[src/rtl/bp_update_scheduler.sv]
// bp_update_scheduler
//  In-order update queue between branch commit (two slots per cycle) and the
//  single update port of the local branch-prediction counter table.
//  Optional feature macro: BP_UPD_BYPASS_EN -- forwards the next value of the
//  youngest queued update for pred_pc onto the prediction read path.
module bp_update_scheduler #(
    parameter int unsigned PC_W  = 5,
    parameter int unsigned DEPTH = 4
) (
    input  logic                      clk,
    input  logic                      rst,
    input  logic                      c0_valid,
    input  logic [PC_W-1:0]           c0_pc,
    input  logic                      c0_taken,
    input  logic [1:0]                c0_counter,
    input  logic                      c1_valid,
    input  logic [PC_W-1:0]           c1_pc,
    input  logic                      c1_taken,
    input  logic [1:0]                c1_counter,
    output logic                      commit_ready,
    output logic                      tbl_upd_valid,
    output logic [PC_W-1:0]           tbl_upd_pc,
    output logic                      tbl_upd_taken,
    output logic [1:0]                tbl_upd_counter,
    input  logic                      tbl_upd_ready,
    input  logic                      flush,
    input  logic [PC_W-1:0]           pred_pc,
    input  logic [1:0]                tbl_pred_counter,
    output logic [1:0]                pred_counter,
    output logic [$clog2(DEPTH):0]    q_count,
    output logic                      overflow_err
);

    localparam int unsigned PTR_W = $clog2(DEPTH);
    localparam int unsigned CNT_W = PTR_W + 1;

    typedef struct packed {
        logic [PC_W-1:0] pc;
        logic            taken;
        logic [1:0]      counter;
    } updEntry_t;

    updEntry_t        mem [DEPTH];
    logic [PTR_W-1:0] rdPtr;
    logic [PTR_W-1:0] wrPtr;
    logic [CNT_W-1:0] count;

    updEntry_t        c0Entry;
    updEntry_t        c1Entry;
    updEntry_t        headEntry;
    logic             acceptCommit;
    logic             dropCommit;
    logic             deq;
    logic [1:0]       enqN;
    logic [PTR_W-1:0] c1Slot;

    assign c0Entry   = '{pc: c0_pc, taken: c0_taken, counter: c0_counter};
    assign c1Entry   = '{pc: c1_pc, taken: c1_taken, counter: c1_counter};
    assign headEntry = mem[rdPtr];

    // Space check uses only the registered occupancy, so a same-cycle pop never opens the gate
    assign commit_ready = (CNT_W'(DEPTH) - count) >= CNT_W'(2);
    assign q_count      = count;

    // Head presentation to the table; flush masks the head for the cycle it is asserted
    assign tbl_upd_valid   = (count != '0) & ~flush;
    assign tbl_upd_pc      = headEntry.pc;
    assign tbl_upd_taken   = headEntry.taken;
    assign tbl_upd_counter = headEntry.counter;

    // Enqueue/dequeue decode; c1 lands right behind c0, or at the tail if c0 is idle
    always_comb begin
        acceptCommit = commit_ready & ~flush;
        dropCommit   = (c0_valid | c1_valid) & ~commit_ready & ~flush;
        enqN         = acceptCommit ? (2'(c0_valid) + 2'(c1_valid)) : 2'd0;
        deq          = tbl_upd_valid & tbl_upd_ready;
        c1Slot       = wrPtr + PTR_W'(c0_valid);
    end

    // Pointers, occupancy and sticky overflow flag
    always_ff @(posedge clk or posedge rst) begin
        if (rst) begin
            count        <= '0;
            rdPtr        <= '0;
            wrPtr        <= '0;
            overflow_err <= 1'b0;
        end else if (flush) begin
            count <= '0;
            rdPtr <= wrPtr;
        end else begin
            count <= count + CNT_W'(enqN) - CNT_W'(deq);
            rdPtr <= rdPtr + PTR_W'(deq);
            wrPtr <= wrPtr + PTR_W'(enqN);
            if (dropCommit) begin
                overflow_err <= 1'b1;
            end
        end
    end

    // Queue storage; contents need no reset since occupancy gates every read
    always_ff @(posedge clk) begin
        if (acceptCommit) begin
            if (c0_valid) begin
                mem[wrPtr] <= c0Entry;
            end
            if (c1_valid) begin
                mem[c1Slot] <= c1Entry;
            end
        end
    end

`ifdef BP_UPD_BYPASS_EN
    function automatic logic [1:0] nextCounter(input logic taken, input logic [1:0] c);
        if (taken) begin
            return (c == 2'd3) ? 2'd3 : c + 2'd1;
        end
        return (c == 2'd0) ? 2'd0 : c - 2'd1;
    endfunction

    logic [PTR_W-1:0] byIdx;

    // Scan oldest to youngest so the youngest matching queued update wins
    always_comb begin
        pred_counter = tbl_pred_counter;
        byIdx        = rdPtr;
        for (int i = 0; i < DEPTH; i++) begin
            byIdx = rdPtr + PTR_W'(i);
            if ((CNT_W'(i) < count) && (mem[byIdx].pc == pred_pc)) begin
                pred_counter = nextCounter(mem[byIdx].taken, mem[byIdx].counter);
            end
        end
    end
`else
    logic unusedPredPc;

    // Without forwarding the table value passes straight through
    assign pred_counter = tbl_pred_counter;
    assign unusedPredPc = ^pred_pc;
`endif

endmodule
[config.mk]
export PLATFORM = sky130hd
export DESIGN_NAME = bp_update_scheduler
export DESIGN_NICKNAME = d
export VERILOG_FILES = /design/src/rtl/bp_update_scheduler.sv
export SDC_FILE = /design/constraint.sdc
export NUM_CORES = 1
export LEC_CHECK = 0
export ABC_AREA = 1
export CAP_MARGIN = 0
export CORE_MARGIN = 5
export CORE_UTILIZATION = 40
export CTS_BUF_LIST = sky130_fd_sc_hd__clkbuf_2 sky130_fd_sc_hd__clkbuf_4 sky130_fd_sc_hd__clkbuf_8
export DETAILED_ROUTE_END_ITERATION = 8
export PLACE_DENSITY = 0.64
export SLEW_MARGIN = 20
export SYNTH_ARGS = -nofsm -noshare
export SYNTH_HDL_FRONTEND = slang
export SYNTH_SLANG_ARGS = --single-unit
[constraint.sdc]
create_clock -name clk -period 4.3 [get_ports clk]
set_clock_uncertainty 0.1 [all_clocks]
set_input_delay 0.43 -clock clk [delete_from_list [all_inputs] [get_ports clk]]
set_output_delay 0.43 -clock clk [all_outputs]
set_load 0.02 [all_outputs]
==> flow_summary.json, run 1 <==
{
  "htree_levels": 2,
  "dp.cells": 370,
  "crit_chain": "inv_1 > o21ai_0 > o22ai_1 > clkdlybuf4s50_1",
  "rows": 27,
  "grt_max_degree": 19,
  "grt_usage": 0.156,
  "n_antenna_cell": 0,
  "power.leakage_nw": 1.23,
  "die-area_mm2": 0.00734,
  "fin_crit_ns": 2.90,
  "core_mm2": 0.00554,
  "antenna_found_initial": 0,
  "wl_per_cell_um": 14.1,
  "vias": 1891,
  "crit_buf_inv": 2,
  "via_per_inst": 5.00,
  "fin_crit_sh": 0.674,
  "drtIter0Drc": 137,
  "grt_pass1_vias": 1848,
  "status": "finished, final reports clean",
  "ir_worst_vdd_v": 0.000236,
  "placed_cell_area_mm2": 0.00273,
  "cp-end-kind": "output port",
  "cts_setup_buffers": 0,
  "drv_slew": 0,
  "ys_warn_count": 0,
  "p_per_area_mw_per_mm2": 640,
  "crit_path_max_incr_delay_ns": 0.70,
  "multi_input_area_mm2": 0.00101,
  "yosysSeqAreaShare": 0.507,
  "routed_wl_um": 5330,
  "postSynthCellCount": 265,
  "syn_area_mm2": 0.00229,
  "cp.arrival_ns": 2.37,
  "place.gp.congestion": 0.817,
  "grt_overflow_total": 0,
  "crit_fanout": 18,
  "n_fill_cell": 532,
  "setup_tns_ns": 0,
  "relSlewSlack": 0.492,
  "reg2regPathDepth": 9,
  "cts_made_buffers": 5,
  "startpoint_type": "flop",
  "setup-violations-final": 0,
  "clk_latency_ns": 0.29,
  "syn-num-nets": 306,
  "grt_pass1_wl_um": 8780,
  "hpwlAfterDp_um": 3740,
  "clock_sinks": 40,
  "area_growth_pct": 24.1,
  "final_util": 0.513,
  "ys_ff_latch": 40,
  "final_layout_size_suffix_gt1_frac": 0.0915,
  "ant_nets": 0,
  "cts-root-buf": "clkbuf_8",
  "seq_area_mm2": 0.00116,
  "cts_buffer_depth": 2,
  "final_design_area_no_fill_mm2": 0.00284,
  "hp-class": "input pin to asynchronous set/reset pin",
  "firstDrtPassIters": 5,
  "drc": 0,
  "synthFlopType": "edfxtp_1",
  "path_clk_slew_ns": 0.08,
  "cp.depth": 4,
  "pre_cts_ws_ns": 1.34,
  "ctsResizeCount": 0,
  "critPathRequiredTime_ns": 3.77,
  "ys_async_sr_fraction": 0.200,
  "final_nets": 346,
  "cap_violations": 0,
  "layout.cells.non_filler": 378,
  "die_height_um": 85.7,
  "clock.fmax_mhz": 345,
  "synth_edf_count": 32,
  "whs_ns": 0.294,
  "layout_setup_ws_ns": 1.40,
  "power_mw": 1.82,
  "crit_family": "buffers and inverters",
  "avgSynthCellArea_um2": 8.65,
  "tightest_slew_ns": 0.754,
  "ctsHoldBuffers": 0,
  "rsz0062_at_grt": "no",
  "numPortBuffers": 35,
  "start_util": 0.414,
  "cts_tree": "built",
  "synth.distinct_cells": 23,
  "hold_viol": 0,
  "critPathSlowestCell": "dfrtp_1",
  "worstSetupPathType": "flop to output port",
  "die_x_um": 85.7,
  "ios": 45
}
## worst paths after layout
kind / endpoint / slack [ns] / from
max in group asynchronous: wrPtr[1] / 3.55 / rst
worst min-delay path: rdPtr[1] / 0.29 / rst
min in group clk: overflow_err / 0.38 / overflow_err
worst min register to register: overflow_err / 0.38 / overflow_err
worst max register to register: mem[0][6] / 1.57 / q_count[0]
worst max-delay path: tbl_upd_pc[2] / 1.40 / rdPtr[0]
## Yosys cell counts, types with 2 or more instances
cell      count  area share
nand3_2       5       0.022
ha_1         11       0.060
inv_1        20       0.033
dfrtp_1       8       0.087
buf_4         2      0.0065
nand2_1     110        0.18
o21ai_0      21       0.046
nor2_4        5       0.025
nand3_1       3      0.0065
inv_2         3      0.0049
xor2_1        2      0.0076
clkbuf_1      4      0.0065
nand2_2       3      0.0082
nor2_1       21       0.034
edfxtp_1     32        0.42
o22ai_1       8       0.022
## worst register-to-register path, delay by kind of cell, from the launching register on
kind | cells | cell delay [ns]
AND/OR/NAND/NOR | 4 | 0.51
flip-flops | 1 | 0.38
adder cells (fa/ha/maj) | 2 | 0.48
buffers and inverters | 2 | 0.37
AO/OA/AOI/OAI | 1 | 0.61
## sequential cells by signal, indices dropped and copies added (netlist names)
register / count
rdPtr: 2
overflow_err: 1
q_count: 3
wrPtr: 2
mem: 32
## power by group
| part | total, mW | switching (mW) | leakage [nW] | internal [mW] |
|---|---|---|---|---|
| logic | 0.893 | 0.543 | 0.784 | 0.350 |
| clock network | 0.312 | 0.140 | 0.0558 | 0.172 |
| registers | 0.616 | 0.0771 | 0.391 | 0.539 |
| total | 1.82 | 0.760 | 1.23 | 1.06 |
## cell type report
cell class                 count  share of cell area
clock buffer                   5              0.0242
clock inverter                 3              0.0150
inverter                      23              0.0304
multi-input combinational    196               0.357
sequential                    40               0.408
tap                           72              0.0317
timing repair buffer          39               0.134
## kinds of logic (layout without fill, tap and decap cells)
logic type,after synthesis,count (layout),synth area share
AND/OR/NAND/NOR,149,149,0.282
adder cells (fa/ha/maj),12,12,0.0688
AO/OA/AOI/OAI,31,31,0.0737
flip-flops,40,40,0.507
XOR/XNOR,4,4,0.0186
buffers and inverters,29,70,0.0508
## per-layer routing
layer  part of all wire  track usage  routed length [µm]  vias to the layer above
met1               0.47        0.218                2490                      881
li1                   -            -                   -                      944
met2               0.46        0.241                2460                       58
met4              0.014       0.0561                  76                        0
met3              0.058       0.0288                 310                        8
met5                  0            0                   0                        -
## cells in the final DEF, fill, tap and decap left out, drive strengths merged
| cell | instances |
|---|---|
| dfrtp | 8 |
| o22ai | 8 |
| nand4 | 1 |
| buf | 4 |
| nand2 | 113 |
| fa | 1 |
| inv | 23 |
| o31ai | 1 |
| clkinv | 2 |
| clkdlybuf4s50 | 35 |
| nand3 | 8 |
| clkbuf | 5 |
| nor2 | 26 |
| o21ai | 21 |
| xnor2 | 2 |
| ha | 11 |
| xor2 | 2 |
| bufinv | 1 |
| nor3b | 1 |
| edfxtp | 32 |
| a31oi | 1 |
Power figures use the tool's default switching activity.
==> run 2: changes to the inputs <==
Clock period 4.3 ns to 2.8 ns, I/O delays scaled along.
==> flow_summary.json, run 2 (same netlist as run 1, synthesis figures left out) <==
{
  "final_design_area_no_fill_mm2": 0.00288,
  "crit_path_max_incr_delay_ns": 0.39,
  "r2r_start": "q_count[1]",
  "rows": 27,
  "cp.depth": 14,
  "path_clk_slew_ns": 0.08,
  "grt_max_degree": 18,
  "setup-violations-final": 0,
  "numPortBuffers": 35,
  "clkPwrFrac": 0.168,
  "pre_cts_ws_ns": 0.248,
  "internal_power_mw": 1.68,
  "startpoint_type": "flop",
  "r2r_end": "q_count[2]",
  "grt_usage": 0.157,
  "clock_sinks": 40,
  "final_cell_mix": "110 x nand2_1, 35 x clkdlybuf4s50_1, 32 x edfxtp_1",
  "final_layout_size_suffix_gt1_frac": 0.109,
  "cts_made_buffers": 5,
  "layout.cells.non_filler": 383,
  "die_x_um": 85.7,
  "cap_violations": 0,
  "cp.arrival_ns": 2.69,
  "htree_levels": 2,
  "reg2regPathDepth": 14,
  "hp-class": "input pin to asynchronous set/reset pin",
  "critPathCapture": "q_count[2]",
  "crit_family": "adder cells",
  "dp.cells": 375,
  "hpwlAfterDp_um": 3750,
  "place.gp.congestion": 0.808,
  "vias": 1862,
  "core_mm2": 0.00554,
  "via_per_inst": 4.86,
  "power_mw": 2.85,
  "drtIter0Drc": 105,
  "switchingPower_mw": 1.16,
  "regMostFlops": "mem",
  "crit_chain": "inv_1 > ha_1 > ha_1 > nand3_2 > nand2_2 > inv_1 > nand2_1 > ha_1 > inv_1 > ha_1 > inv_1 > fa_1 > xor2_1 > nor2_1",
  "start_util": 0.414,
  "die_height_um": 85.7,
  "crit_buf_inv": 4,
  "area_growth_pct": 25.7,
  "cts_setup_buffers": 0,
  "final_nets": 351,
  "final_common_cell": "nand2_1",
  "ir_worst_vdd_v": 0.000423,
  "ant_nets": 0,
  "final_util": 0.520,
  "pwr-share-seq": 0.321,
  "p_comb_frac": 0.511,
  "clk_latency_ns": 0.29,
  "cts_tree": "built",
  "grt_pass1_vias": 1767,
  "critPathRequiredTime_ns": 2.92,
  "n_antenna_cell": 0,
  "p_per_area_mw_per_mm2": 988,
  "cp-startpoint": "q_count[1]",
  "hold_viol": 0,
  "status": "finished, final reports clean",
  "cp-end-kind": "flop",
  "setup_tns_ns": 0,
  "firstDrtPassIters": 4,
  "switching_share": 0.409,
  "worstSetupPathType": "flop to flop",
  "clock.fmax_mhz": 390,
  "fin_crit_ns": 2.56,
  "critPathSlowestCell": "dfrtp_1",
  "cts_buffer_depth": 2,
  "crit_fanout": 3,
  "ios": 45,
  "grt_pass1_wl_um": 8870,
  "tightest_slew_ns": 0.482,
  "r2r_slack_ns": 0.24,
  "ctsResizeCount": 0,
  "ctsHoldBuffers": 0,
  "cts-root-buf": "clkbuf_8",
  "rsz0062_at_grt": "no",
  "largest_reg_flops": 32,
  "relSlewSlack": 0.678,
  "whs_ns": 0.136,
  "die-area_mm2": 0.00734,
  "fin_crit_sh": 0.915,
  "drc": 0,
  "wl_per_cell_um": 13.9,
  "antenna_found_initial": 0,
  "placed_cell_area_mm2": 0.00277,
  "drv_slew": 0,
  "routed_wl_um": 5340,
  "power.leakage_nw": 1.26,
  "grt_overflow_total": 0,
  "layout_setup_ws_ns": 0.238
}
run 2: power by group through the flow:
stage	Combinational [mW]	Sequential [mW]	Clock (mW)
6_report	1.45	0.914	0.479
5_1_grt	1.61	0.931	0.505
4_1_cts	1.47	0.914	0.478
3_5_place_dp	1.47	0.926	0
3_3_place_gp	1.44	0.924	0
2_1_floorplan	0.893	0.919	0
run 2: worst min-delay path by stage:
stage / to / cells past startpoint / start / slack [ns]
detailed placement: overflow_err / 2 / overflow_err / 0.37
global route: q_count[0] / 2 / rst / 0.19
finish: wrPtr[1] / 2 / rst / 0.14
CTS: q_count[0] / 2 / rst / 0.15
floorplan: overflow_err / 1 / rst / -0.004
global placement: overflow_err / 2 / overflow_err / 0.37
run 2: area by class of cell:
type | instances | area [µm²]
Inverter | 23 | 86.3
Clock inverter | 2 | 35.0
Multi-Input combinational cell | 196 | 1010
Fill cell | 520 | 2660
Clock buffer | 6 | 76.3
Tap cell | 72 | 90.1
Sequential cell | 40 | 1160
Timing Repair Buffer | 44 | 418
run 2: worst register-to-register path, delay by kind of cell (launching register included):
family / cells / cell delay, ns
XOR/XNOR: 1 / 0.17
adder cells (fa/ha/maj): 5 / 1.25
buffers and inverters: 4 / 0.24
flip-flops: 1 / 0.39
AND/OR/NAND/NOR: 4 / 0.35
run 2: routing by layer:
layer	up-vias	GRT usage	part of all wire
met3	9	0.0279	0.081
met1	840	0.219	0.44
li1	954	-	-
met5	-	0	0
met4	0	0.0604	0.015
met2	59	0.244	0.46
